==> src/rtl/mul_arbiter_pkg.sv <==
// Shared types for the multiplier arbiter: FSM state encoding and the
// datapath strobe bundle decoded from the state register.
package mul_arbiter_pkg;

    localparam int ST_W = 3;

    typedef enum logic [ST_W-1:0] {
        ST_IDLE = 3'd0,
        ST_CLR  = 3'd1,
        ST_LDA  = 3'd2,
        ST_LDB  = 3'd3,
        ST_CHK  = 3'd4,
        ST_ACC  = 3'd5,
        ST_DONE = 3'd6
    } state_t;

    typedef struct packed {
        logic clr;
        logic ld_a;
        logic ld_b;
        logic add;
        logic dec_b;
    } strobe_t;

    // Moore decode: each state raises only its own datapath strobes.
    function automatic strobe_t decode_strobes(state_t s);
        strobe_t st;
        st = '0;
        case (s)
            ST_CLR:  st.clr  = 1'b1;
            ST_LDA:  st.ld_a = 1'b1;
            ST_LDB:  st.ld_b = 1'b1;
            ST_ACC: begin
                st.add   = 1'b1;
                st.dec_b = 1'b1;
            end
            default: st = '0;
        endcase
        return st;
    endfunction

endpackage

==> src/rtl/mul_arbiter_rr_arbiter.sv <==
// Combinational round-robin search: the first requester at or after i_ptr,
// scanning circularly, wins.
module rr_arbiter #(
    parameter int N_REQ = 4,
    parameter int IW    = $clog2(N_REQ)
) (
    input  logic [N_REQ-1:0] i_req,
    input  logic [IW-1:0]    i_ptr,
    output logic [N_REQ-1:0] o_grant,
    output logic [IW-1:0]    o_idx,
    output logic             o_valid
);

    logic [IW-1:0] w_pos;

    // Circular priority scan starting at the pointer.
    always_comb begin
        o_grant = '0;
        o_idx   = '0;
        o_valid = 1'b0;
        w_pos   = '0;
        for (int i = 0; i < N_REQ; i++) begin
            w_pos = IW'((int'(i_ptr) + i) % N_REQ);
            if (!o_valid && i_req[w_pos]) begin
                o_valid        = 1'b1;
                o_grant[w_pos] = 1'b1;
                o_idx          = w_pos;
            end
        end
    end

endmodule

==> src/rtl/mul_arbiter.sv <==
// Round-robin scheduler sharing one repeated-addition multiplier datapath
// between N_REQ requesters.
// Optional build macro: MUL_ARBITER_ZERO_BYPASS_EN -- zero operands skip the
// datapath and finish in one cycle.
//
// Handshake: a requester raises req[i] with stable opa/opb slices and holds it
// until ack[i]; operands are captured in the IDLE cycle that grants it, ack[i]
// is a one-cycle pulse, and result is valid from the cycle after that pulse.
module mul_arbiter
    import mul_arbiter_pkg::*;
#(
    parameter int  N_REQ = 4,
    parameter int  WIDTH = 16,
    localparam int IW    = $clog2(N_REQ)
) (
    input  logic                   clk,
    input  logic                   rst_n,
    input  logic [N_REQ-1:0]       req,
    input  logic [N_REQ*WIDTH-1:0] opa,
    input  logic [N_REQ*WIDTH-1:0] opb,
    output logic [N_REQ-1:0]       ack,
    output logic [WIDTH-1:0]       result,
    output logic [IW-1:0]          grant_id,
    output logic                   busy,
    output logic [WIDTH-1:0]       dp_din,
    output logic                   dp_clr,
    output logic                   dp_ldA,
    output logic                   dp_ldB,
    output logic                   dp_add,
    output logic                   dp_decB,
    input  logic                   dp_eqz,
    input  logic [WIDTH-1:0]       dp_prod,
    output logic [ST_W-1:0]        dbg_state
);

    state_t            r_state;
    state_t            w_next;
    logic [WIDTH-1:0]  r_op_a;
    logic [WIDTH-1:0]  r_op_b;
    logic [WIDTH-1:0]  r_result;
    logic [IW-1:0]     r_grant_id;
    logic [IW-1:0]     r_ptr;
    logic [N_REQ-1:0]  r_grant_oh;
`ifdef MUL_ARBITER_ZERO_BYPASS_EN
    logic              r_zero;
`endif

    logic [N_REQ-1:0]  w_arb_grant;
    logic [IW-1:0]     w_arb_idx;
    logic              w_arb_valid;
    logic [WIDTH-1:0]  w_sel_a;
    logic [WIDTH-1:0]  w_sel_b;
    strobe_t           w_strobe;

    rr_arbiter #(
        .N_REQ (N_REQ),
        .IW    (IW)
    ) u_rr (
        .i_req   (req),
        .i_ptr   (r_ptr),
        .o_grant (w_arb_grant),
        .o_idx   (w_arb_idx),
        .o_valid (w_arb_valid)
    );

    // Operand mux: pick the winning requester's opa/opb slices.
    always_comb begin
        w_sel_a = '0;
        w_sel_b = '0;
        for (int i = 0; i < N_REQ; i++) begin
            if (w_arb_idx == IW'(i)) begin
                w_sel_a = opa[i*WIDTH +: WIDTH];
                w_sel_b = opb[i*WIDTH +: WIDTH];
            end
        end
    end

    // State register.
    always_ff @(posedge clk or negedge rst_n) begin
        if (!rst_n) r_state <= ST_IDLE;
        else        r_state <= w_next;
    end

    // Next-state logic: grant, load sequence, then add/decrement until B==0.
    always_comb begin
        w_next = r_state;
        case (r_state)
            ST_IDLE: begin
                if (w_arb_valid) begin
`ifdef MUL_ARBITER_ZERO_BYPASS_EN
                    w_next = (w_sel_a == '0 || w_sel_b == '0) ? ST_DONE : ST_CLR;
`else
                    w_next = ST_CLR;
`endif
                end
            end
            ST_CLR:  w_next = ST_LDA;
            ST_LDA:  w_next = ST_LDB;
            ST_LDB:  w_next = ST_CHK;
            ST_CHK:  w_next = dp_eqz ? ST_DONE : ST_ACC;
            ST_ACC:  w_next = ST_CHK;
            ST_DONE: w_next = ST_IDLE;
            default: w_next = ST_IDLE;
        endcase
    end

    // Moore outputs decoded from the state register only.
    always_comb begin
        w_strobe = decode_strobes(r_state);
        dp_din   = '0;
        if (r_state == ST_LDA) dp_din = r_op_a;
        if (r_state == ST_LDB) dp_din = r_op_b;
        ack  = (r_state == ST_DONE) ? r_grant_oh : '0;
        busy = (r_state != ST_IDLE);
    end

    assign dp_clr    = w_strobe.clr;
    assign dp_ldA    = w_strobe.ld_a;
    assign dp_ldB    = w_strobe.ld_b;
    assign dp_add    = w_strobe.add;
    assign dp_decB   = w_strobe.dec_b;
    assign result    = r_result;
    assign grant_id  = r_grant_id;
    assign dbg_state = r_state;

    // Capture the winner on grant; publish the product and advance the pointer on DONE.
    always_ff @(posedge clk or negedge rst_n) begin
        if (!rst_n) begin
            r_op_a     <= '0;
            r_op_b     <= '0;
            r_result   <= '0;
            r_grant_id <= '0;
            r_grant_oh <= '0;
            r_ptr      <= '0;
`ifdef MUL_ARBITER_ZERO_BYPASS_EN
            r_zero     <= 1'b0;
`endif
        end else begin
            if (r_state == ST_IDLE && w_arb_valid) begin
                r_op_a     <= w_sel_a;
                r_op_b     <= w_sel_b;
                r_grant_id <= w_arb_idx;
                r_grant_oh <= w_arb_grant;
`ifdef MUL_ARBITER_ZERO_BYPASS_EN
                r_zero     <= (w_sel_a == '0 || w_sel_b == '0);
`endif
            end
            if (r_state == ST_DONE) begin
`ifdef MUL_ARBITER_ZERO_BYPASS_EN
                r_result <= r_zero ? '0 : dp_prod;
`else
                r_result <= dp_prod;
`endif
                r_ptr <= (r_grant_id == IW'(N_REQ - 1)) ? '0 : r_grant_id + 1'b1;
            end
        end
    end

endmodule

==> config.mk <==
export PLATFORM = sky130hd
export DESIGN_NAME = mul_arbiter
export DESIGN_NICKNAME = d
export VERILOG_FILES = /design/src/rtl/mul_arbiter_pkg.sv /design/src/rtl/mul_arbiter_rr_arbiter.sv /design/src/rtl/mul_arbiter.sv
export SDC_FILE = /design/constraint.sdc
export NUM_CORES = 1
export LEC_CHECK = 0
export CORE_MARGIN = 4
export CORE_UTILIZATION = 50
export CTS_BUF_LIST = sky130_fd_sc_hd__clkbuf_8
export CTS_CLUSTER_DIAMETER = 80
export DETAILED_ROUTE_END_ITERATION = 8
export DONT_BUFFER_PORTS = 1
export PLACE_DENSITY = 0.77
export SLEW_MARGIN = 20
export SYNTH_ARGS = -nofsm -noshare
export SYNTH_HDL_FRONTEND = slang
export SYNTH_SLANG_ARGS = --single-unit
==> constraint.sdc <==
create_clock -name clk -period 5.1 [get_ports clk]
set_input_delay 0 -clock clk [delete_from_list [all_inputs] [get_ports clk]]
set_output_delay 0 -clock clk [all_outputs]
set_load 0.01 [all_outputs]
==> results of run 1 <==
-- worst min-delay path by stage --
| stage | slack [ps] | cells after the start | endpoint | startpoint |
|---|---|---|---|---|
| final | 30 | 2 | r_op_a[6] | opa[22] |
| after global routing | 40 | 2 | r_op_b[8] | opb[24] |
| after CTS | 0.6 | 2 | r_op_a[14] | opa[30] |
| after detailed placement | -290 | 0 | r_op_b[14] | rst_n |
| after global placement | -290 | 0 | r_op_b[14] | rst_n |
| after floorplan | -300 | 0 | dbg_state[0] | rst_n |
-- synth_stat cells, types with 5 or more instances --
cell type,instances
a2111oi_1,9
ha_1,9
mux2i_1,5
nor2_1,12
nand2_1,39
a22o_1,20
and3_1,64
a2111oi_2,19
a221oi_1,32
buf_2,12
clkbuf_1,25
mux2_2,17
o31ai_1,34
buf_6,6
inv_1,8
dfrtp_1,59
-- final cells by class --
class | instances | share of cell area [%]
multi-input cells | 303 | 47.6
repair buffers | 86 | 16.9
inverters | 8 | 0.590
diodes | 1 | 0.0491
flip-flops and latches | 59 | 29.0
clock inverters | 7 | 0.909
clock buffers | 9 | 2.43
well taps | 105 | 2.58
-- registers in the layout (all words and copies together), names as in the netlist --
| name | cells |
|---|---|
| grant_id | 2 |
| result | 16 |
| r_ptr | 2 |
| r_grant_oh | 4 |
| r_op_a | 16 |
| r_op_b | 16 |
| dbg_state | 3 |
-- layer usage --
layer / up-vias / global-route usage, % / share of wire (%)
met4: 0 / 9.35 / 2.2
met2: 207 / 43.2 / 48
met1: 1859 / 34.7 / 40
li1: 1755 / - / -
met3: 24 / 5.61 / 9.1
met5: - / 0 / 0
-- logic make-up after synthesis --
family | after synthesis | share of synthesized area, %
AOI/OAI and AO/OA | 139 | 30.4
adders and majority gates | 9 | 2.70
buffers and inverters | 58 | 7.04
DFF | 59 | 35.4
muxes | 27 | 8.30
and+or+nand+nor | 128 | 16.2
-- power by group through the flow --
stage	logic [mW]	registers (mW)	clock network (mW)
final	2.19	0.958	0.369
after global routing	2.40	0.988	0.403
after CTS	2.17	0.955	0.380
after detailed placement	1.84	0.965	0
after global placement	1.78	0.952	0
after floorplan	1.59	0.872	0
-- worst max-delay path: stages (launching register included) --
cell and delay, ps:
dfrtp_1 790, inv_1 240, ha_1 460, mux4_2 420, nor2b_2 280, o21a_2 840, a2111oi_0 170, o31ai_1 280
dlygate4sd3_1 580
-- repair_timing --
action                                 in CTS  in global routing
hold buffers                               79                  0
resized for setup                           0                  0
endpoints found under the hold margin     109                  0
-- per-stage QoR --
stage | util (%) | total power [mW] | hold WS (ps) | instance area [um2]
2_1_floorplan | - | 2.47 | -296 | 4180
3_3_place_gp | 50.3 | 2.73 | -294 | 4110
3_5_place_dp | 50.3 | 2.80 | -294 | 4110
4_1_cts | 62.3 | 3.50 | 0.562 | 5090
5_1_grt | 62.3 | 3.79 | 42.6 | 5090
6_report | 62.3 | 3.51 | 25.9 | 5090
==> results.toml, run 1 <==
[clock_network]
clockRootBuffer = "clkbuf_8"
insertion_delay_ps = 340
clk_path_buf_depth = 2
clkTransAtPathRegs_ps = 70
cts_tree = "done"
htreeDepth = 3
cts_buffers = 9
cts.sinks = 59
post_cts_buffers = 0

[layout]
drive_above_1_share_pct = 15.5
mostFrequentLayoutCells = "dlygate4sd3_1, and3_1, dfrtp_1"
area_growth_pct = 22.0
stdcell_count = 578
multi_input_area_mm2 = 0.00242
fillers = 663
layout.nets = 627
seq_area_mm2 = 0.00148
final_common_cell = "dlygate4sd3_1"

[critical_path]
rrSetupSlack_ps = 950
cp_data_required_time_ps = 5370
setup.worst_path.start = "r_ptr[0]"
critPathKind = "reg2reg"
r2r-end = "r_op_b[0]"
ff2ff_path_depth = 8
reg2reg_from = "r_ptr[0]"
cp-endpoint = "r_op_b[0]"
worstSetupEndpointType = "flip-flop"
worst_setup_path_start_kind = "flip-flop"
critPathArrivalTime_ps = 4420
critPathMaxFanout = 33

[power_and_ir_drop]
p_seq_share_pct = 27.3
p_int_mw = 1.90
p_leak_nw = 2.24
vdd_drop_max_uv = 434
switchingPower_mw = 1.61
power_switching_share_pct = 45.8
power-per-cell-area_mw_per_mm2 = 690
combinationalPowerShare_pct = 62.3
clockPowerShare_pct = 10.5

[routing]
detail-route-antenna-nets = 0
drt-total-wl_mm = 13.4
avgViaCountPerCell = 6.65
dr.pass1.iters = 5
num_vias = 3845
first_iter_violations = 330
wl_per_cell_um = 23.1
drc = 0

[global_route]
grt_pass1_vias = 3885
grt_max_degree = 77
grt_pass1_wl_mm = 20.6
grt_usage_pct = 26.4
grt_overflow_total = 0
antenna_found_initial = 1

[sta]
max_freq_ghz = 0.241
finalHoldViolCount = 0
finalCritPeriodShare_pct = 81.4
setup_slack_ps = 951
clock-skew-final_ps = 11.3
setup_tns_ps = 0
slew_viol_final = 0
setup_viol = 0
worst_slew_pin_slew_ps = 1000
relSlewSlack_pct = 33.0
post-route-min-period_ps = 4150
rsz0062_at_grt = "no"

[die]
rows = 33
start_util_pct = 51.1
die-area_mm2 = 0.00988
dieHeight_um = 99.4
io-pin-count = 198
die_x_um = 99.4
coreArea_mm2 = 0.00818

[place]
dp_hpwl_mm = 8.69
portBuffers = 0
place_inst = 482
pre_cts_slack_ps = 1550
gp_congestion = 0.859

[logic_synthesis]
synthCells = 420
ys_seq_area_share_pct = 35.4
synthesis.area_mm2 = 0.00418
synth_seq_cells = 59
async_flop_share_pct = 100
netlist.area_leader.share_pct = 35.4
synth_edf_count = 0
synth_cell_types = 42
ys_warn_count = 0
synth_largest_area_cell = "dfrtp_1"
synth_area_leaders = "dfrtp_1, and3_1, a2111oi_2, a221oi_1, o31ai_1"
yosys_most_used_dff = "dfrtp_1"
syn_avg_cell_area_um2 = 9.94
syn-num-nets = 580

[worst_hold_path]
hold_path_class = "in2reg"

[run]
max_cap_viol_count = 0

[run_status]
outcome = "complete, no violations"
Power figures use the tool's default switching activity.
==> inputs of run 2 (changes only) <==
==> constraint.sdc (replaced) <==
create_clock -name clk -period 4.2 [get_ports clk]
set_input_delay 0 -clock clk [delete_from_list [all_inputs] [get_ports clk]]
set_output_delay 0 -clock clk [all_outputs]
set_load 0.01 [all_outputs]
==> run 2 against run 1 <==
Compared with the run above:
- die area unchanged
- clock skew down 1.6 ps
- combinational power up 23%
- fmax up 6.2%
- hold slack worse by 18 ps
- largest power group unchanged
==> results.toml, run 2 (synthesis gave the netlist of run 1 again) <==
[clock_network]
cts_tree = "done"
htreeDepth = 3
clkTransAtPathRegs_ps = 70
clockRootBuffer = "clkbuf_8"
post_cts_buffers = 0
insertion_delay_ps = 330
cts.sinks = 59
clk_path_buf_depth = 2
cts_buffers = 9

[worst_hold_path]
hold_path_class = "in2reg"

[critical_path]
critPathTopFamily = "buffers and inverters"
critPathArrivalTime_ps = 4170
worst_setup_path_start_kind = "flip-flop"
critPathMaxFanout = 18
timing.critical_path.buf_inv = 3
worstPathCellList = "inv_1 > ha_1 > mux4_2 > nor2b_2 > o21a_2 > buf_4 > a2111oi_0 > o31ai_1 > dlygate4sd3_1"
cpPeakStageDelay_ps = 610
critPathKind = "reg2reg"
cp_slowest_cell = "dfrtp_2"
cp_data_required_time_ps = 4470
worstSetupEndpointType = "flip-flop"

[sta]
post-route-min-period_ps = 3910
max_freq_ghz = 0.256
clock-skew-final_ps = 9.74
relSlewSlack_pct = 37.3
setup_viol = 0
setup_slack_ps = 293
worst_slew_pin_slew_ps = 940
finalHoldViolCount = 0
setup_tns_ps = 0
fin_hold_ws_ps = 7.54
rsz0062_at_grt = "no"
slew_viol_final = 0
finalCritPeriodShare_pct = 93.0

[routing]
detail-route-antenna-nets = 0
drt-total-wl_mm = 13.8
drc = 0
num_vias = 3961
avgViaCountPerCell = 6.82
first_iter_violations = 205
dr.pass1.iters = 4
wl_per_cell_um = 23.7

[place]
portBuffers = 0
placed_area_mm2 = 0.00413
place_inst = 483
pre_cts_slack_ps = 602
gp_congestion = 0.903
dp_hpwl_mm = 8.84

[power_and_ir_drop]
power_switching_share_pct = 43.6
clockPowerShare_pct = 14.9
p_leak_nw = 2.29
combinationalPowerShare_pct = 59.4
total_power_mw = 4.53
power-per-cell-area_mw_per_mm2 = 869
p_seq_share_pct = 25.7
switchingPower_mw = 1.97
vdd_drop_max_uv = 554
p_int_mw = 2.55

[die]
rows = 33
coreArea_mm2 = 0.00818
die_x_um = 99.4
dieHeight_um = 99.4
io-pin-count = 198
start_util_pct = 51.1
die-area_mm2 = 0.00988

[layout]
stdcell_count = 581
drive_above_1_share_pct = 16.3
mostFrequentLayoutCells = "dlygate4sd3_1, and3_1, dfrtp_1"
post-route-util_pct = 63.7
post-route-cell-area_mm2 = 0.00521
layout.nets = 628
area_growth_pct = 24.8
final_common_cell = "dlygate4sd3_1"

[run]
max_cap_viol_count = 0

[global_route]
grt_max_degree = 77
grt_pass1_wl_mm = 21.5
grt_usage_pct = 27.4
antenna_found_initial = 3
grt_overflow_total = 0
grt_pass1_vias = 4065

[run_status]
outcome = "complete, no violations"
## run 2: final timing paths
path | to | slack, ps | from | depth (start not counted)
setup / recovery | r_op_b[1] | 290 | r_ptr[0] | 9
hold / removal | r_op_b[3] | 8 | opb[19] | 2
setup reg to reg | r_op_b[1] | 290 | r_ptr[0] | 9
hold reg to reg | r_op_a[9] | 500 | r_op_a[9] | 2
max in group asynchronous | r_op_b[7] | 3690 | rst_n | 2
min in group asynchronous | grant_id[0] | 260 | rst_n | 2
## run 2: repair_timing
item / CTS / global route
resized for setup: 0 / 2
endpoints found under the hold margin: 109 / 0
endpoints found under the setup margin: 0 / 25
hold buffers: 79 / 0
## run 2: worst reg2reg max path, stage by stage, from the launching register on
cell	delay, ps
dfrtp_2	610
inv_1	190
ha_1	440
mux4_2	440
nor2b_2	320
o21a_2	500
buf_4	380
a2111oi_0	120
o31ai_1	250
dlygate4sd3_1	590
## run 2: power groups by stage
stage,clock network (mW),registers [mW],logic [mW]
6_report,0.673,1.16,2.69
5_1_grt,0.712,1.20,2.94
4_1_cts,0.688,1.16,2.64
3_5_place_dp,0,1.17,2.26
3_3_place_gp,0,1.15,2.19
2_1_floorplan,0,1.06,1.94
## run 2: routing by layer
layer | track usage, % | wire length, um | vias up
li1 | - | - | 1758
met1 | 34.6 | 5510 | 1930
met2 | 44.5 | 6480 | 235
met3 | 6.87 | 1330 | 38
met4 | 11.7 | 432 | 0
met5 | 0 | 0 | -
## run 2: final cells by class
type | count | area [um2]
fillers | 644 | 2960
multi-input cells | 303 | 2420
flip-flops and latches | 59 | 1480
repair buffers | 87 | 881
clock buffers | 12 | 165
well taps | 105 | 131
clock inverters | 4 | 95.1
inverters | 8 | 30.0
diodes | 3 | 7.51
==> inputs of run 3 (changes only) <==
--- a/config.mk
+++ b/config.mk
@@ -11,7 +11,7 @@
 export CTS_CLUSTER_DIAMETER = 80
 export DETAILED_ROUTE_END_ITERATION = 8
 export DONT_BUFFER_PORTS = 1
-export PLACE_DENSITY = 0.77
+export PLACE_DENSITY_LB_ADDON = 0.1
 export SLEW_MARGIN = 20
 export SYNTH_ARGS = -nofsm -noshare
 export SYNTH_HDL_FRONTEND = slang
==> constraint.sdc (replaced) <==
create_clock -name clk -period 4.9 [get_ports clk]
set_input_delay 0 -clock clk [delete_from_list [all_inputs] [get_ports clk]]
set_output_delay 0 -clock clk [all_outputs]
set_load 0.01 [all_outputs]
==> run 3 against run 2 <==
Compared with the run above:
- cell area is 1.2% lower
- combinational power is 16% lower
- hold slack worse by 2.2 ps
- global-route usage fell by 2.3 points
- fmax shrank 9.1%
- sequential cell count did not move
- final cell count is 1.2% lower
- critical path depth decreased by 1
- non-clock buffer count fell by 3
- sequential share of layout area is 0.31 points higher
- power down 16%
==> results.toml, run 3 (synthesis gave the netlist of run 1 again) <==
[run_status]
outcome = "complete, no violations"

[clock_network]
cts.sinks = 59
clk_path_buf_depth = 2
cts_tree = "done"
insertion_delay_ps = 330
cts_resized = 0
cts_buffers = 9
clkTransAtPathRegs_ps = 70
clockRootBuffer = "clkbuf_8"
htreeDepth = 3

[global_route]
grt_usage_pct = 25.0
antenna_found_initial = 0
grt_overflow_total = 0
grt_pass1_vias = 3626
grt_max_degree = 77
grt_pass1_wl_mm = 19.7

[sta]
setup_slack_ps = 604
max_freq_ghz = 0.233
rsz0062_at_grt = "no"
setup_viol = 0
finalHoldViolCount = 0
post-route-min-period_ps = 4300
finalCritPeriodShare_pct = 87.7
slew_viol_final = 0
relSlewSlack_pct = 36.5
clock-skew-final_ps = 11.6
worst_slew_pin_slew_ps = 952
setup_tns_ps = 0

[power_and_ir_drop]
clockPowerShare_pct = 14.7
power_switching_share_pct = 43.1
vdd_drop_max_uv = 670
p_leak_nw = 2.27
power-per-cell-area_mw_per_mm2 = 735
total_power_mw = 3.79
p_seq_share_pct = 25.9
p_int_mw = 2.16
switchingPower_mw = 1.63
combinationalPowerShare_pct = 59.3

[critical_path]
critPathMaxFanout = 65
cp_data_required_time_ps = 5120
r2r-end = "r_op_b[10]"
worst_setup_path_start_kind = "flip-flop"
critPathKind = "reg2reg"
worstSetupEndpointType = "flip-flop"
ff2ff_path_depth = 8
reg2reg_from = "r_ptr[0]"
rrSetupSlack_ps = 600
critPathArrivalTime_ps = 4510

[worst_hold_path]
hold_path_class = "in2reg"
whs_path_depth = 2
hold_end = "r_op_a[5]"
min-delay-start = "opa[5]"

[place]
pre_cts_slack_ps = 1280
portBuffers = 0
place_inst = 482
gp_congestion = 0.821
dp_hpwl_mm = 8.27

[routing]
first_iter_violations = 218
num_vias = 3744
drt-total-wl_mm = 12.8
detail-route-antenna-nets = 0
dr.pass1.iters = 5
avgViaCountPerCell = 6.52
drc = 0
wl_per_cell_um = 22.2

[die]
coreArea_mm2 = 0.00818
dieHeight_um = 99.4
die_x_um = 99.4
io-pin-count = 198
die-area_mm2 = 0.00988
start_util_pct = 51.1
rows = 33

[layout]
fillers = 674
layout.nets = 625
final_common_cell = "dlygate4sd3_1"
stdcell_count = 574
area_growth_pct = 23.3
mostFrequentLayoutCells = "dlygate4sd3_1, and3_1, dfrtp_1"
drive_above_1_share_pct = 15.6
diodes = 0

[run]
max_cap_viol_count = 0
-- run 3: how the worst max path moves through the flow --
stage | from | cells past startpoint | to
after global placement | r_ptr[0] | 7 | r_op_b[10]
after floorplan | r_ptr[0] | 10 | r_op_a[0]
after detailed placement | r_ptr[0] | 7 | r_op_b[10]
after CTS | r_ptr[0] | 8 | r_op_b[10]
final | r_ptr[0] | 8 | r_op_b[10]
after global routing | r_ptr[0] | 8 | r_op_b[10]
-- run 3: cell type report --
cell class                 instances  area (um2)  share of cell area [%]
timing repair buffer              84         841                    16.3
multi-input combinational        303        2420                    47.0
sequential                        59        1480                    28.7
tap                              105         131                    2.55
clock buffer                      11         151                    2.94
clock inverter                     4        97.6                    1.90
inverter                           8        30.0                   0.583
-- run 3: what timing repair did --
| item | in CTS | in global routing |
|---|---|---|
| hold endpoints to repair | 108 | 0 |
| hold buffers | 77 | 0 |
| setup buffers | 0 | 0 |
| endpoints found under the setup margin | 0 | 0 |
-- run 3: layer usage --
| layer | vias to the layer above | track usage [%] | routed length [um] |
|---|---|---|---|
| met5 | - | 0 | 0 |
| met4 | 0 | 8.40 | 196 |
| met3 | 15 | 5.19 | 1170 |
| met2 | 201 | 39.8 | 6010 |
| met1 | 1779 | 34.1 | 5390 |
| li1 | 1749 | - | - |
-- run 3: power by group through the flow --
stage | clock network (mW) | logic [mW] | registers [mW]
6_report | 0.557 | 2.25 | 0.983
5_1_grt | 0.591 | 2.47 | 1.02
4_1_cts | 0.569 | 2.24 | 0.988
3_5_place_dp | 0 | 1.91 | 0.996
3_3_place_gp | 0 | 1.87 | 0.990
2_1_floorplan | 0 | 1.66 | 0.908
-- run 3: through the flow --
stage | cell area, um2 | util [%] | hold slack [ps]
floorplan | 4180 | - | -296
global placement | 4110 | 50.3 | -294
detailed placement | 4110 | 50.3 | -294
CTS | 5150 | 63.0 | 0.00497
global route | 5150 | 63.0 | 15.1
finish | 5150 | 63.0 | 5.34
-- run 3: critical path, stage by stage (launching register included) --
cell and delay [ps]:
dfrtp_1 800, inv_1 230, ha_1 460, o32a_2 810, nand2_2 100, buf_4 330
a2111oi_1 680, o31ai_1 130, dlygate4sd3_1 590
